--- src/rtl/axi_rd_arbiter.sv ---
// Two-master AXI4 read arbiter: shares one AR/R port between fetch (M0) and load (M1).
// Optional macro ARB_RR_EN selects round-robin tie-break; default is fixed priority with M1 winning.
module axi_rd_arbiter #(
  parameter int ADDR_W = 32,
  parameter int DATA_W = 32
) (
  input  logic              clk,
  input  logic              rst,

  input  logic              m0_arvalid,
  input  logic [ADDR_W-1:0] m0_araddr,
  input  logic [7:0]        m0_arlen,
  input  logic [2:0]        m0_arsize,
  input  logic [1:0]        m0_arburst,
  input  logic [2:0]        m0_arcache,
  output logic              m0_arready,
  output logic              m0_rvalid,
  output logic [DATA_W-1:0] m0_rdata,
  output logic              m0_rlast,
  input  logic              m0_rready,

  input  logic              m1_arvalid,
  input  logic [ADDR_W-1:0] m1_araddr,
  input  logic [7:0]        m1_arlen,
  input  logic [2:0]        m1_arsize,
  input  logic [1:0]        m1_arburst,
  input  logic [2:0]        m1_arcache,
  output logic              m1_arready,
  output logic              m1_rvalid,
  output logic [DATA_W-1:0] m1_rdata,
  output logic              m1_rlast,
  input  logic              m1_rready,

  output logic              s_arvalid,
  output logic [ADDR_W-1:0] s_araddr,
  output logic [7:0]        s_arlen,
  output logic [2:0]        s_arsize,
  output logic [1:0]        s_arburst,
  output logic [2:0]        s_arcache,
  input  logic              s_arready,
  input  logic              s_rvalid,
  input  logic [DATA_W-1:0] s_rdata,
  input  logic              s_rlast,
  output logic              s_rready,

  output logic              busy,
  output logic              grant_id,
  output logic              burst_err
);

  typedef enum logic [1:0] {
    IDLE = 2'd0,
    ADDR = 2'd1,
    DATA = 2'd2
  } state_t;

  state_t            r_state;
  state_t            w_nextState;

  logic              r_sArvalid;
  logic [ADDR_W-1:0] r_sAraddr;
  logic [7:0]        r_sArlen;
  logic [2:0]        r_sArsize;
  logic [1:0]        r_sArburst;
  logic [2:0]        r_sArcache;
  logic              r_grantId;
  logic              r_burstErr;
  logic [8:0]        r_beatCnt;

  logic              w_anyReq;
  logic              w_winner;
  logic              w_grant;
  logic              w_rready;
  logic              w_beat;
  logic              w_beatErr;

  assign w_anyReq = m0_arvalid | m1_arvalid;
  assign w_grant  = (r_state == IDLE) && w_anyReq;

`ifdef ARB_RR_EN
  // Pointer names the master that wins the next simultaneous request.
  logic r_rrPtr;

  assign w_winner = (m0_arvalid && m1_arvalid) ? r_rrPtr : m1_arvalid;

  always_ff @(posedge clk) begin
    if (rst) begin
      r_rrPtr <= 1'b0;
    end else if (w_grant) begin
      r_rrPtr <= ~w_winner;
    end
  end
`else
  assign w_winner = m1_arvalid;
`endif

  assign w_rready  = r_grantId ? m1_rready : m0_rready;
  assign w_beatErr = s_rlast ? (r_beatCnt != {1'b0, r_sArlen})
                             : (r_beatCnt == {1'b0, r_sArlen});

  always_ff @(posedge clk) begin
    if (rst) begin
      r_state <= IDLE;
    end else begin
      r_state <= w_nextState;
    end
  end

  always_comb begin
    w_nextState = r_state;
    m0_arready  = 1'b0;
    m1_arready  = 1'b0;
    s_rready    = 1'b0;
    m0_rvalid   = 1'b0;
    m0_rdata    = '0;
    m0_rlast    = 1'b0;
    m1_rvalid   = 1'b0;
    m1_rdata    = '0;
    m1_rlast    = 1'b0;
    w_beat      = 1'b0;
    case (r_state)
      IDLE: begin
        if (w_anyReq) begin
          m0_arready  = ~w_winner;
          m1_arready  = w_winner;
          w_nextState = ADDR;
        end
      end
      ADDR: begin
        if (s_arready) begin
          w_nextState = DATA;
        end
      end
      DATA: begin
        s_rready = w_rready;
        w_beat   = s_rvalid & w_rready;
        if (r_grantId) begin
          m1_rvalid = s_rvalid;
          m1_rdata  = s_rdata;
          m1_rlast  = s_rlast;
        end else begin
          m0_rvalid = s_rvalid;
          m0_rdata  = s_rdata;
          m0_rlast  = s_rlast;
        end
        // No arbitration in the last-beat cycle; the next grant waits for IDLE.
        if (w_beat && s_rlast) begin
          w_nextState = IDLE;
        end
      end
      default: begin
        w_nextState = IDLE;
      end
    endcase
  end

  always_ff @(posedge clk) begin
    if (rst) begin
      r_sArvalid <= 1'b0;
      r_sAraddr  <= '0;
      r_sArlen   <= '0;
      r_sArsize  <= '0;
      r_sArburst <= '0;
      r_sArcache <= '0;
      r_grantId  <= 1'b0;
      r_burstErr <= 1'b0;
      r_beatCnt  <= '0;
    end else begin
      if (w_grant) begin
        r_sArvalid <= 1'b1;
        r_sAraddr  <= w_winner ? m1_araddr  : m0_araddr;
        r_sArlen   <= w_winner ? m1_arlen   : m0_arlen;
        r_sArsize  <= w_winner ? m1_arsize  : m0_arsize;
        r_sArburst <= w_winner ? m1_arburst : m0_arburst;
        r_sArcache <= w_winner ? m1_arcache : m0_arcache;
        r_grantId  <= w_winner;
        r_beatCnt  <= '0;
      end else if ((r_state == ADDR) && s_arready) begin
        r_sArvalid <= 1'b0;
      end
      if (w_beat) begin
        r_beatCnt <= r_beatCnt + 9'd1;
        if (w_beatErr) begin
          r_burstErr <= 1'b1;
        end
      end
    end
  end

  assign s_arvalid = r_sArvalid;
  assign s_araddr  = r_sAraddr;
  assign s_arlen   = r_sArlen;
  assign s_arsize  = r_sArsize;
  assign s_arburst = r_sArburst;
  assign s_arcache = r_sArcache;
  assign busy      = (r_state != IDLE);
  assign grant_id  = r_grantId;
  assign burst_err = r_burstErr;

endmodule

--- config.mk ---
export PLATFORM = sky130hd
export DESIGN_NAME = axi_rd_arbiter
export DESIGN_NICKNAME = d
export VERILOG_FILES = /design/src/rtl/axi_rd_arbiter.sv
export SDC_FILE = /design/constraint.sdc
export NUM_CORES = 1
export LEC_CHECK = 0
export CAP_MARGIN = 15
export CORE_MARGIN = 2
export CORE_UTILIZATION = 31
export DETAILED_ROUTE_END_ITERATION = 10
export PLACE_DENSITY = 0.8
export SYNTH_ARGS = -nofsm -noshare
export SYNTH_HDL_FRONTEND = slang
export SYNTH_SLANG_ARGS = --single-unit
--- constraint.sdc ---
create_clock -name clk -period 2.15 [get_ports clk]
set_clock_uncertainty 0.2 [all_clocks]
set_input_delay 0.3225 -clock clk [delete_from_list [all_inputs] [get_ports clk]]
set_output_delay 0.3225 -clock clk [all_outputs]
set_load 0.03 [all_outputs]
==> metrics.md <==
| Metric | Value |
|---|---|
| Design internal power | 2.40 mW |
| Max stage delay cell, worst path | sky130_fd_sc_hd__dfxtp_2 |
| Number of enable-type register cells in the synthesized netlist | 0 |
| Leakage power figure | 2.67 nW |
| Setup Crit Path Kind | flip-flop to output pin |
| Total Wirelength | 12100 um |
| Hold Path Class | input port to flip-flop |
| Ratio of cells with drive above 1 in the final layout | 0.174 |
| Cell variety after synth | 36 |
| Max H-tree Level | 3 |
| Startpoint of the worst setup timing path | r_state[0]$_SDFFE_PP0P_ |
| Total negative slack for setup checks | 0 ps |
| Biggest cell delay along the critical path | 370 ps |
| Post-synthesis async set-or-reset flop share | 0 |
| Gr usage total | 0.197 |
| Final antenna diode count | 0 |
| Count of vias placed by the detailed router | 3791 |
| CTS tree | done |
| Switching Share | 0.323 |
| Outcome | complete, no violations |
| Worst max-slew margin expressed relative to the limit | 0.704 |
| DR WL/cell | 15.3 um |
| Clock net sink count | 62 |
| Series of cell instances along the critical path | nand2b_4, nor2_2, buf_6, and2_1, buf_12 |
| Hold-critical path endpoint | r_beatCnt[8]$_SDFFE_PP0P_ |
| Worst Path Required | 1630 ps |
| Yosys warns | 0 |
| Worst Reg-to-Reg Cells | 4 |
| Worst Min Path Start | rst |
| Number of maximum-capacitance violations | 0 |
| WHS Path Cells | 2 |
| F_max | 487 MHz |
| Antenna violations before repair | 0 |
| RSZ-0062 raised after global routing | false |
| Worst Path Max Fanout | 17 |
| Total of endpoints with negative setup slack in the final report | 0 |
| Max-slew violations | 0 |
| Final design utilization | 0.599 |
| Post-CTS Setup Repair Bufs | 0 |
| I/O pin cnt | 260 |
| Final clock period utilization by the worst path | 0.955 |
| Final hold viol count | 0 |
| Die boundary height | 108 um |
| DR pass1 iterations | 4 |
| Layout-stage area growth over the synthesis result | 86.1% |
| HPWL after detailed placement | 9570 um |
| Worst endpoint data arrival time | 1530 ps |
| Sequential area share after synthesis | 0.370 |
| Crit path capture type | output pin |
| Final critical path time including I/O delays and setup | 2050 ps |
| Part of the power in registers | 0.379 |
| Clock network fraction of total power | 0.257 |
| Final weighted congestion in routability-driven placement | 0.796 |
| Number of standard cells after synthesis | 393 |
| Capture instance of the worst register-to-register path | r_beatCnt[7]$_SDFFE_PP0P_ |
| Remaining antenna violation count after routing | 0 |
| Effective utilization at floorplan | 0.322 |
| Standard cell core area | 10400 sq um |
| Syn Std Cell Area | 3350 sq um |
| Post-synthesis register bit count | 62 |
| Clock tree root driver cell | sky130_fd_sc_hd__clkbuf_8 |
| Net load switching power | 1.15 mW |
| Total of fill cells in the finished design | 867 |
| Vias per std cell | 4.82 |
| Combinational share of power | 0.364 |
| Overall power after layout | 3.55 mW |
| Largest voltage drop on the vdd net | 0.000418 V |
| Die width | 108 um |
| Number of core rows | 37 |
| Nature of the critical path startpoint | flip-flop |
| 1st-iter DRT viols | 152 |
| Crit path setup slack, layout | 97.2 ps |
| Slew @ Worst Pin | 439 ps |
| Dpl ws | -79.8 ps |
| Number of DRC violations after detailed routing | 0 |
| Insertion delay to the later sink of the worst-skew pair | 320 ps |
| Wire length of the first global-routing pass | 17800 um |
| Die footprint | 11700 sq um |
| Average cell area after synthesis | 8.53 sq um |
| Library cell with the highest instance count after synthesis | sky130_fd_sc_hd__and2_1 |
| Cell types occupying the most area after synthesis | sky130_fd_sc_hd__dfxtp_1 37%, sky130_fd_sc_hd__mux2i_1 15%, sky130_fd_sc_hd__and2_1 13% |
| Net Count, Synth | 531 |
| Total CTS buffers | 9 |
| Library cell occupying the most area in the post-synthesis netlist | sky130_fd_sc_hd__dfxtp_1 |
| Maximum number of pins on one net before global-route repair | 60 |
| Setup slack on the worst flop-to-flop path | 300 ps |
| # nets final | 786 |
| Top cells by count, synth | 70 x sky130_fd_sc_hd__and2_1, 62 x sky130_fd_sc_hd__dfxtp_1, 60 x sky130_fd_sc_hd__nor2_1, 49 x sky130_fd_sc_hd__a211oi_1, 49 x sky130_fd_sc_hd__mux2i_1 |
| Post-synth top area share | 0.370 |
| Max clock buf depth | 2 |
| Crit Reg-Reg Startpoint | r_state[0]$_SDFFE_PP0P_ |
| Worst hold slack | 75.9 ps |
| Aggregate global routing overflow | 0 |
| Clock-pin slew on the worst setup and hold paths | 70 ps |
| Number of global-route vias before repair | 3629 |
| Top FF cell, synth | sky130_fd_sc_hd__dfxtp_1 |
| Pwr/cell area | 569 nW/um^2 |
| PortBufs | 259 |
## cell usage in the layout (no fill, tap or decap), drive strengths merged, types with 2 or more instances in the layout
master,synthesis,layout
nor3,6,6
inv,3,3
mux2i,49,49
nand3,2,2
a21oi,9,9
xnor2,3,3
o21ai,4,4
nand3b,4,4
xor2,8,8
nand4b,2,2
dfxtp,62,62
or3,2,2
clkdlybuf4s50,0,185
nor2,60,60
buf,5,89
and2,70,70
nor4,4,4
nand2b,3,3
a211oi,49,49
clkbuf,26,13
nand2,6,6
nand4,2,2
## metrics by stage
step	cells	area [sq um]
5_1_grt	787	6240
3_5_place_dp	771	6020
3_3_place_gp	771	6020
4_1_cts	785	6210
6_report	787	6240
2_1_floorplan	393	3350
## registers in the layout (all words and copies together), names as in the netlist
name       count
s_arlen        8
s_arburst      2
s_araddr      32
grant_id       1
s_arcache      3
r_state        2
r_beatCnt      9
s_arsize       3
burst_err      1
s_arvalid      1
## per-layer routing
layer  up-vias  track usage  part of all wire
met5         -            0                 0
met3        15       0.0723             0.099
met4         0       0.0751             0.022
met2       175        0.370              0.52
met1      1715        0.196              0.35
li1       1886            -                 -
## power groups by stage
stage                     Clock, mW  Combinational [mW]  Sequential, mW
after floorplan                   0               0.422            1.58
after global placement            0                1.28            1.36
after detailed placement          0                1.30            1.37
after CTS                     0.949                1.30            1.35
after global routing           1.00                1.38            1.36
final                         0.914                1.29            1.35
## critical path: cells and delay by family, from the launching register on
family / cells / cell delay (ps)
DFF: 1 / 370
and+or+nand+nor: 3 / 500
buffers and inverters: 2 / 310
## cell type report
| type | count | area, sq um | area share |
|---|---|---|---|
| multi-input combinational | 297 | 2000 | 0.320 |
| clock buffer | 13 | 169 | 0.0271 |
| sequential | 62 | 1240 | 0.200 |
| inverter | 3 | 11.3 | 0.00181 |
| timing repair buffer | 275 | 2640 | 0.423 |
| tap | 136 | 170 | 0.0273 |
| clock inverter | 1 | 5.00 | 0.000802 |
## what timing repair did
item,4_1_cts,5_1_grt
gates resized for setup,6,9
hold buffers,0,0
endpoints found under the setup margin,69,68
gates cloned,0,2
## worst max-delay path by stage
stage | endpoint | slack [ps]
floorplan | s_araddr[24]$_SDFFE_PP0P_ | 110
global placement | r_beatCnt[7]$_SDFFE_PP0P_ | -60
detailed placement | r_beatCnt[7]$_SDFFE_PP0P_ | -80
CTS | m1_rdata[16] | 40
global route | m1_rdata[16] | 10
finish | m1_rdata[16] | 100
## logic make-up (layout without fill, tap and decap cells)
family	Yosys count	in the layout	synth area share
compound gates	69	69	0.146
xor+xnor	11	11	0.0287
fa+ha+maj	1	1	0.00373
buf+inv	34	292	0.0392
flops	62	62	0.370
mux	50	50	0.150
simple gates	166	166	0.262
Power figures use the tool's default switching activity.
==> patch (same flow settings) <==
Encoding of `state_t`: now one-hot (3 bits for 3 states).
--- a/src/rtl/axi_rd_arbiter.sv
+++ b/src/rtl/axi_rd_arbiter.sv
@@ -50,6 +50,6 @@
 
-  typedef enum logic [1:0] {
-    IDLE = 2'd0,
-    ADDR = 2'd1,
-    DATA = 2'd2
+  typedef enum logic [2:0] {
+    IDLE = 3'b001,
+    ADDR = 3'b010,
+    DATA = 3'b100
   } state_t;
Behaviour: no difference found for any inputs over 10 cycles, from zero or initial values and one cycle with rst high; not proved beyond that.
==> patch against the unedited design <==
Setup slack got worse by 59 ps. Non-clock buffer count grew 5. Wire length is 1.7% higher. Area after synthesis is 3.1% higher. Cell area increased by 2.7%. Synthesized cell count up 0.76%. Power up 20%. Die area up 3.0%. Maximum frequency is 2.8% lower. Sequential cell count increased by 1. Global-route usage is 0.74 points lower. Critical endpoint is now m0_rdata[20].
==> patch: results (changes against the unedited design) <==
Status
  – Run status: completed

Yosys
  – Syn Nets: 534 (+0.56%)
  – Area contributors post-synth: dfxtp_1, mux2i_1, a211oi_1, nor2_1, and2_1
  – Post-synth cell types: 42 (+17%)
  – Seq/Total Area, Yosys: 36.5% (-0.53 points)
  – Commonest cells post-synth: nor2_1, dfxtp_1, a211oi_1, mux2i_1, and2_1
  – Mapped Cells: 396 (+0.76%)

Global routing
  – Vias in the first global route: 3653 (+0.66%)
  – Largest net degree at the start of global routing: 53 (-12%)
  – GRT Total Usage: 18.9% (-0.74 points)

Setup path
  – FF-to-FF path depth: 7 (+3)
  – WP data arrival: 1590 ps (+60 ps)
  – Reg2reg setup slack: 150 ps (-150 ps)
  – Max stage delay on crit path: 310 ps (-60 ps)
  – Crit Reg-Reg Startpoint: r_state[1]
  – R2R Path End: burst_err

CTS
  – Post-CTS setup buffers: 2 (+2)
  – CTS resizes: 7 (+1)

Routing
  – Initial DRC count: 208 (+37%)
  – Final WL: 12300 µm (+1.7%)

Placement
  – DP HPWL: 9640 µm (+0.72%)
  – Dpl cell area: 0.00606 mm² (+0.75%)
  – Final GP Congestion: 0.845 (+6.2%)

STA
  – Worst slew pin tran: 574 ps (+134 ps)
  – Worst hold margin: 132 ps (+56.3 ps)

Final layout
  – Share of cells above drive strength 1: 19.8% (+2.5 points)
  – Fin nets: 791 (+0.64%)

Worst hold path
  – WHS Endpoint: r_beatCnt[0]

Power and ir drop
  – Peak VDD IR: 0.000396 V (-5.1%)
  – Static leakage: 2.78 nW (+4.2%)
[patch: worst max-delay path by stage]
stage | startpoint | end | slack [ps] | cells after the start
floorplan | r_state[0] | m0_arready | 4 | 3
global placement | m1_rready | burst_err | -70 | 6
detailed placement | m1_rready | burst_err | -70 | 6
CTS | r_state[0] | m0_rdata[11] | 6 | 7
global route | r_state[0] | m0_rdata[20] | -80 | 7
finish | r_state[0] | m0_rdata[20] | 40 | 7
[patch: layer usage]
layer	vias up	part of all wire, %	global-route usage (%)
li1	1919	-	-
met3	17	9.8	6.11
met2	183	53	36.8
met5	-	0	0
met1	1754	35	18.4
met4	0	1.9	7.14
[patch: area by class of cell]
type	count	area, µm²
Clock buffer	12	165
Sequential cell	63	1260
Inverter	2	7.51
Fill cell	930	4430
Timing Repair Buffer	280	2750
Clock inverter	1	5.00
Multi-Input combinational cell	297	2050
Tap cell	140	175
[patch: worst max-delay path: cells and delay by family (launching register included)]
kind	cells	cell delay [ps]
flip-flops	1	310
AND/OR/NAND/NOR	4	470
buffers and inverters	3	480
[patch: cells by family after synthesis]
group                    synth area share [%]
AND/OR/NAND/NOR                          26.6
AO/OA/AOI/OAI                            13.5
flip-flops                               36.5
multiplexers                             15.0
buffers and inverters                    5.36
XOR/XNOR                                 2.79
adder cells (fa/ha/maj)                 0.362
[patch: report_power, final]
part | total, mW | internal (mW) | switching [mW]
clock | 0.921 | 0.492 | 0.429
combinational | 1.87 | 0.861 | 1.00
sequential | 1.49 | 1.37 | 0.121
[patch: per-stage QoR]
step / power, mW / TNS (ps)
floorplan: 2.55 / 0
global placement: 3.33 / -71.4
detailed placement: 3.38 / -127
CTS: 4.33 / 0
global route: 4.53 / -1540
finish: 4.28 / 0
